**config.mk**
```make
export PLATFORM = sky130hd
export DESIGN_NAME = shift_seq_ctrl
export DESIGN_NICKNAME = d
export VERILOG_FILES = /design/src/rtl/shiftreg_pkg.sv /design/src/rtl/shiftreg_dp.sv /design/src/rtl/shift_seq_ctrl.sv
export SDC_FILE = /design/constraint.sdc
export NUM_CORES = 1
export LEC_CHECK = 0
export ABC_CLOCK_PERIOD_IN_PS = 2100
export CORE_AREA = 2 2 39 41
export DETAILED_ROUTE_END_ITERATION = 12
export DIE_AREA = 0 0 41 43
export PLACE_DENSITY_LB_ADDON = 0.2
export SYNTH_ARGS = -nofsm -noshare
export SYNTH_HDL_FRONTEND = slang
export SYNTH_SLANG_ARGS = --single-unit
export TNS_END_PERCENT = 30
```
**constraint.sdc**
```tcl
create_clock -name clk -period 2.1 [get_ports clk]
set_clock_uncertainty 0.05 [all_clocks]
set_input_delay 0.42 -clock clk [delete_from_list [all_inputs] [get_ports clk]]
set_output_delay 0.42 -clock clk [all_outputs]
set_load 0.01 [all_outputs]
```
**src/rtl/shiftreg_pkg.sv**
```systemverilog
// Shared definitions for the shift sequencer: FSM state encodings.
package shiftreg_pkg;

  // Encoding 2'd3 is unused and recovers to IDLE in the next-state logic.
  typedef enum logic [1:0] {
    IDLE  = 2'd0,
    SHIFT = 2'd1,
    DONE  = 2'd2
  } state_t;

endpackage

```
**src/rtl/shiftreg_dp.sv**
```systemverilog
// WIDTH-bit shift register datapath: parallel load, or right shift with ser_in entering at the MSB.
module shiftreg_dp #(
  parameter int WIDTH = 4
) (
  input  logic             clk,
  input  logic             rst,
  input  logic             load,
  input  logic [WIDTH-1:0] load_data,
  input  logic             shift_en,
  input  logic             ser_in,
  output logic [WIDTH-1:0] sreg
);

  logic [WIDTH-1:0] sreg_reg;

  // Load wins over shift; the controller never asserts both together.
  always_ff @(posedge clk) begin
    if (rst) begin
      sreg_reg <= '0;
    end else if (load) begin
      sreg_reg <= load_data;
    end else if (shift_en) begin
      sreg_reg <= {ser_in, sreg_reg[WIDTH-1:1]};
    end
  end

  assign sreg = sreg_reg;

endmodule

```
**src/rtl/shift_seq_ctrl.sv**
```systemverilog
// Shift sequencer: loads a value, shifts it out LSB-first a requested number of times, then pulses done.
module shift_seq_ctrl
  import shiftreg_pkg::*;
#(
  parameter int WIDTH = 4,
  parameter int CW    = 3
) (
  input  logic             clk,
  input  logic             rst,
  input  logic             start,
  input  logic [WIDTH-1:0] load_data,
  input  logic [CW-1:0]    shift_cnt,
  input  logic             shift_en,
  input  logic             ser_in,
  output logic             ser_out,
  output logic [WIDTH-1:0] par_out,
  output logic             busy,
  output logic             done
);

  state_t          state_reg, state_next;
  logic [CW-1:0]   cnt_reg, cnt_next;
  logic            load;
  logic            shift;
  logic [WIDTH-1:0] sreg;

  always_ff @(posedge clk) begin
    if (rst) begin
      state_reg <= IDLE;
      cnt_reg   <= '0;
    end else begin
      state_reg <= state_next;
      cnt_reg   <= cnt_next;
    end
  end

  always_comb begin
    state_next = state_reg;
    cnt_next   = cnt_reg;
    load       = 1'b0;
    shift      = 1'b0;
    case (state_reg)
      IDLE: begin
        if (start) begin
          load     = 1'b1;
          // Requests longer than the register saturate to WIDTH shifts.
          cnt_next = (shift_cnt > CW'(WIDTH)) ? CW'(WIDTH) : shift_cnt;
          state_next = (shift_cnt == '0) ? DONE : SHIFT;
        end
      end
      SHIFT: begin
        if (shift_en) begin
          shift    = 1'b1;
          cnt_next = cnt_reg - CW'(1);
          if (cnt_reg == CW'(1)) begin
            state_next = DONE;
          end
        end
      end
      DONE: begin
        state_next = IDLE;
      end
      default: begin
        state_next = IDLE;
      end
    endcase
  end

  shiftreg_dp #(
    .WIDTH(WIDTH)
  ) u_dp (
    .clk      (clk),
    .rst      (rst),
    .load     (load),
    .load_data(load_data),
    .shift_en (shift),
    .ser_in   (ser_in),
    .sreg     (sreg)
  );

  // Status flags come straight from the state register, never from inputs.
  assign busy    = (state_reg == SHIFT);
  assign done    = (state_reg == DONE);
  assign ser_out = sreg[0];
  assign par_out = sreg;

endmodule

```
### Yosys cells after proc, flatten, opt, wreduce, memory -nomap -nowiden

Cells that the tools add are included.

| word-level totals | value |
|---|---|
| register bits | 9 |
| input bits | 12 |
| word-level logic and storage cells | 32 |
| output and inout port bits | 7 |

| cells by class | value |
|---|---|
| mux-type cells | 15 |
| $add $sub $neg | 1 |
| reductions and logical operators | 6 |
| $lt $le $gt $ge | 1 |
| eq/ne operators | 6 |

Operator list:

| operator | number |
|---|---|
| 2-to-1 mux 3 bit | 3 |
| 2-to-1 mux 2 bit | 4 |
| 2-to-1 mux 4 bit | 2 |
| case mux 3 bit (2 select lines) | 1 |
| AND reduction 3 bit | 2 |
| 2-to-1 mux 1 bit | 4 |
| != test 2 bit, second input constant | 2 |
| case mux 2 bit (2 select lines) | 1 |
| nonzero test 2 bit | 2 |
| equality test 3 x 1 -> 1 bit, second input constant | 1 |
| > comparator 3 bit, second input constant | 1 |
| zero test 3 bit | 1 |
| subtractor 3 x 1 -> 3 bit, second input constant | 1 |
| equality test 2 x 1 -> 1 bit, second input constant | 1 |
| equality test 2 bit, second input constant | 1 |
| zero test 2 bit | 1 |
| != test 2 x 1 -> 1 bit, second input constant | 1 |

### Logic depth before layout (Yosys ltp)

| logic depth | value |
|---|---|
| word-level depth | 4 |
| mapped depth | 5 |
| mapped depth without buffers | 5 |

### Cells and area by module

From an unflattened synthesis, not the netlist that was laid out.

| second synthesis, totals | value |
|---|---|
| cell total of the unflattened synthesis | 60 |
| area, all modules | 574.3 sq um |

Modules (own cells, without submodules):

| module | seq. area each (sq um) | cells an instance | times used | area each (sq um) |
|---|---|---|---|---|
| shift_seq_ctrl | 100.1 | 42 | 1 | 384.1 |
| shiftreg_dp | 80.1 | 18 | 1 | 190.2 |

### Least setup slack after synthesis

No wires, ideal clock.

| path | value |
|---|---|
| kind | register to register |
| start point | register cnt_reg[0] |
| end point | register cnt_reg[1] |
| period minus slack after synthesis | 1.279 ns |
| stages on the path, launching flop included | 6 |
| arrival time | 1.092 ns |
| library setup time | 0.136 ns |
| buffers on the path | 0 |
| required time | 1.914 ns |
| path slack | 0.821 ns |
| cell sequence | dfxtp_1 > inv_1 > ha_1 > nor3b_1 > a2111oi_0 > a211oi_1 |

| between the ends | value |
|---|---|
| word-level cells in the longest chain between the ends | 3 |

Ends and longest elaborated chain:

| element | line | source |
|---|---|---|
| start, declared | shift_seq_ctrl.sv:22 | `logic [CW-1:0] cnt_reg, cnt_next;` |
| start signal, assigned | shift_seq_ctrl.sv:33 | `cnt_reg <= cnt_next;` |
| subtractor 3 x 1 -> 3 bit | shift_seq_ctrl.sv:54 | `cnt_next = cnt_reg - CW'(1);` |
| 2-to-1 mux 3 bit | shift_seq_ctrl.sv:52 | `if (shift_en) begin` |
| case mux 3 bit (2 select lines) | shift_seq_ctrl.sv:42 | `case (state_reg)` |

Every way passes these cells. The select of a mux whose other input is x is not followed.
A chain may end at the register's enable or synchronous reset.

### Final worst setup path

| path | value |
|---|---|
| start point | register state_reg[1] |
| end point | output busy |

| between the ends | value |
|---|---|
| word-level cells in the longest chain between the ends | 1 |

Ends and longest elaborated chain:

| element | line | source |
|---|---|---|
| start, declared | shift_seq_ctrl.sv:21 | `state_t state_reg, state_next;` |
| start signal, assigned | shift_seq_ctrl.sv:32 | `state_reg <= state_next;` |
| equality test 2 x 1 -> 1 bit | shift_seq_ctrl.sv:82 | `assign busy = (state_reg == SHIFT);` |
| end, declared | shift_seq_ctrl.sv:17 | `output logic busy,` |

Every way passes these cells.

==> metrics.yaml <==
clock_network:
  clk_pin_slew_worst_paths_ns: 0.06
  cts.sinks: 9
  clock_path_buffers: 2
  cts_buffers: 3
  clockRootBuffer: "clkbuf_4"
  cts_hold_repair.buffers: 0
  post_cts_resized: 0
  cts-htree-levels: 1
  worstSkewPairLatency_ns: 0.26
  cts_tree: "yes"
  cts_setup_buffers: 0
sta:
  setup_violations: 0
  drv_slew: 0
  final.min_clock_period_ns: 1.96
  fin_crit_sh: 0.933
  worst_slew_pin_slew_ns: 0.354
  setup_tns_ns: 0
  grt_setup_unrepaired: "no"
  max_freq_mhz: 510
  hold_viol: 0
  slew_headroom: 0.758
yosys:
  syn_area_um2: 541
  async_flop_share: 0
  postSynthCellCount: 58
  ys_types: 27
  post_synth.cell_area_avg_um2: 9.32
  synth_warnings: 0
  ys_seq_area_frac: 0.333
  synth.ff_latch_count: 9
  synth_edf_count: 0
  synth_top_flop_cell: "dfxtp_1"
  syn_nets: 72
pwr:
  clkPwrFrac: 0.254
  fin_total_pwr_uw: 511
  p_int_uw: 362
  pwr-share-comb: 0.340
  powerDensity_mw_per_mm2: 677
  p_seq_frac: 0.407
  p_leak_nw: 0.288
  net-switching-power_uw: 149
  swShare: 0.292
  peakVddDrop_mv: 0.483
detailed_routing:
  routedWlPerCell_um: 12.4
  drtPass1Iterations: 2
  dr.first_iter.drc_count: 8
  ant_nets: 0
  drc_errors: 0
  vias: 498
  routed_wl_um: 1160
  vias_per_cell: 5.30
hold_path:
  hp-class: "flop to flop"
  min_from: "cnt_reg[1]$_SDFFE_PP0P_"
  min_path_cells: 2
floorplanning:
  die_w_um: 41
  dieArea_mm2: 0.00176
  die_h_um: 43
  start_util: 0.391
  row_count: 14
  io_pins: 19
  core-area_mm2: 0.00138
placement:
  gp_congestion: 0.787
  portBuffers: 18
  place.detailed.hpwl_um: 927
layout:
  layout-drive-gt1-share: 0.103
  area_growth_syn_to_layout_pct: 39.8
  n_fill_cell: 128
  nets: 93
  seq_area_um2: 181
  n_antenna_cell: 0
  largest_reg_flops: 4
  multi_input_area_um2: 318
global_route:
  grt_usage: 0.167
  grt_pass1_vias: 475
  grt_first_pass_wirelength_um: 1980
  grt_overflow: 0
  antenna_found_initial: 0
  grt_max_degree: 11
critical_path:
  start_kind: "flop"
  path_class: "flop to primary output"
  reg2reg_from: "state_reg[0]$_SDFFE_PP0P_"
  crit_required_ns: 1.63
  regToRegEndpoint: "cnt_reg[0]$_SDFFE_PP0P_"
  regToRegSetupSlack_ns: 0.70
  crit_path_end: "busy"
  critPathLaunch: "state_reg[1]$_SDFFE_PP0P_"
  crit_fanout: 8
  reg2reg_depth: 4
  crit_arrival_ns: 1.49
  endpoint_kind: "primary output"
flow_run:
  cap_violations: 0
status:
  status: "finished clean"
## cell type report
| class | instances | share of cell area |
|---|---|---|
| clock buffers | 4 | 0.0348 |
| repair buffers | 20 | 0.258 |
| inverters | 4 | 0.0199 |
| flip-flops and latches | 9 | 0.240 |
| multi-input cells | 41 | 0.421 |
| well taps | 16 | 0.0265 |
## critical path, stage by stage, from the launching register on
cell and delay [ns]:
dfxtp_2 0.37, nand2b_1 0.23, inv_1 0.10, clkdlybuf4s50_1 0.53
## logic make-up after synthesis
| logic type | Yosys count | synth area share |
|---|---|---|
| muxes | 6 | 0.120 |
| adders and majority gates | 2 | 0.0463 |
| buffers and inverters | 8 | 0.0787 |
| AOI/OAI and AO/OA | 19 | 0.245 |
| and+or+nand+nor | 14 | 0.176 |
| DFF | 9 | 0.333 |
## worst min-delay path by stage
stage | end | slack (ns)
finish | cnt_reg[1]$_SDFFE_PP0P_ | 0.45
global route | cnt_reg[1]$_SDFFE_PP0P_ | 0.48
CTS | cnt_reg[1]$_SDFFE_PP0P_ | 0.45
detailed placement | cnt_reg[1]$_SDFFE_PP0P_ | 0.44
global placement | cnt_reg[1]$_SDFFE_PP0P_ | 0.44
floorplan | cnt_reg[2]$_SDFFE_PP0P_ | 0.41
## layout by cell type, fill, tap and decap left out, drive strengths merged, types with 2 or more instances in the layout
cell	count
a2111oi	2
a211oi	5
a21oi	7
buf	2
clkbuf	4
clkdlybuf4s50	18
dfxtp	9
ha	2
inv	4
mux2i	5
nand2b	2
nor2	3
nor2b	2
nor3b	2
## synthesized netlist by cell type (all sizes together), types with 2 or more instances
master / number / share of area
buf: 3 / 0.044
inv: 4 / 0.028
dfxtp: 9 / 0.33
a211oi: 5 / 0.069
ha: 2 / 0.046
nor2: 3 / 0.021
nand2b: 2 / 0.023
a2111oi: 2 / 0.032
nor2b: 2 / 0.023
mux2i: 5 / 0.093
a21oi: 7 / 0.065
nor3b: 2 / 0.049
## routing by layer
layer | routed length, um | GRT usage
met5 | 0 | 0
met4 | 12 | 0.0400
met3 | 30 | 0.0942
met2 | 588 | 0.250
met1 | 531 | 0.202
## power groups by stage
stage	Sequential [mW]	Combinational [mW]	Clock, mW
after detailed placement	0.211	0.175	0
after global routing	0.211	0.192	0.147
after CTS	0.208	0.175	0.137
after global placement	0.212	0.175	0
final	0.208	0.174	0.130
after floorplan	0.210	0.106	0
## through the flow
step | util | cell area (um2) | hold WS [ns] | setup slack [ns] | cells
floorplan | - | 541 | 0.411 | 0.821 | 58
global placement | 0.526 | 728 | 0.438 | 0.290 | 90
detailed placement | 0.526 | 728 | 0.443 | 0.268 | 90
CTS | 0.545 | 754 | 0.454 | 0.0520 | 94
global route | 0.546 | 756 | 0.484 | 0.0520 | 94
finish | 0.546 | 756 | 0.453 | 0.140 | 94
(Power assumes the default switching activity.)
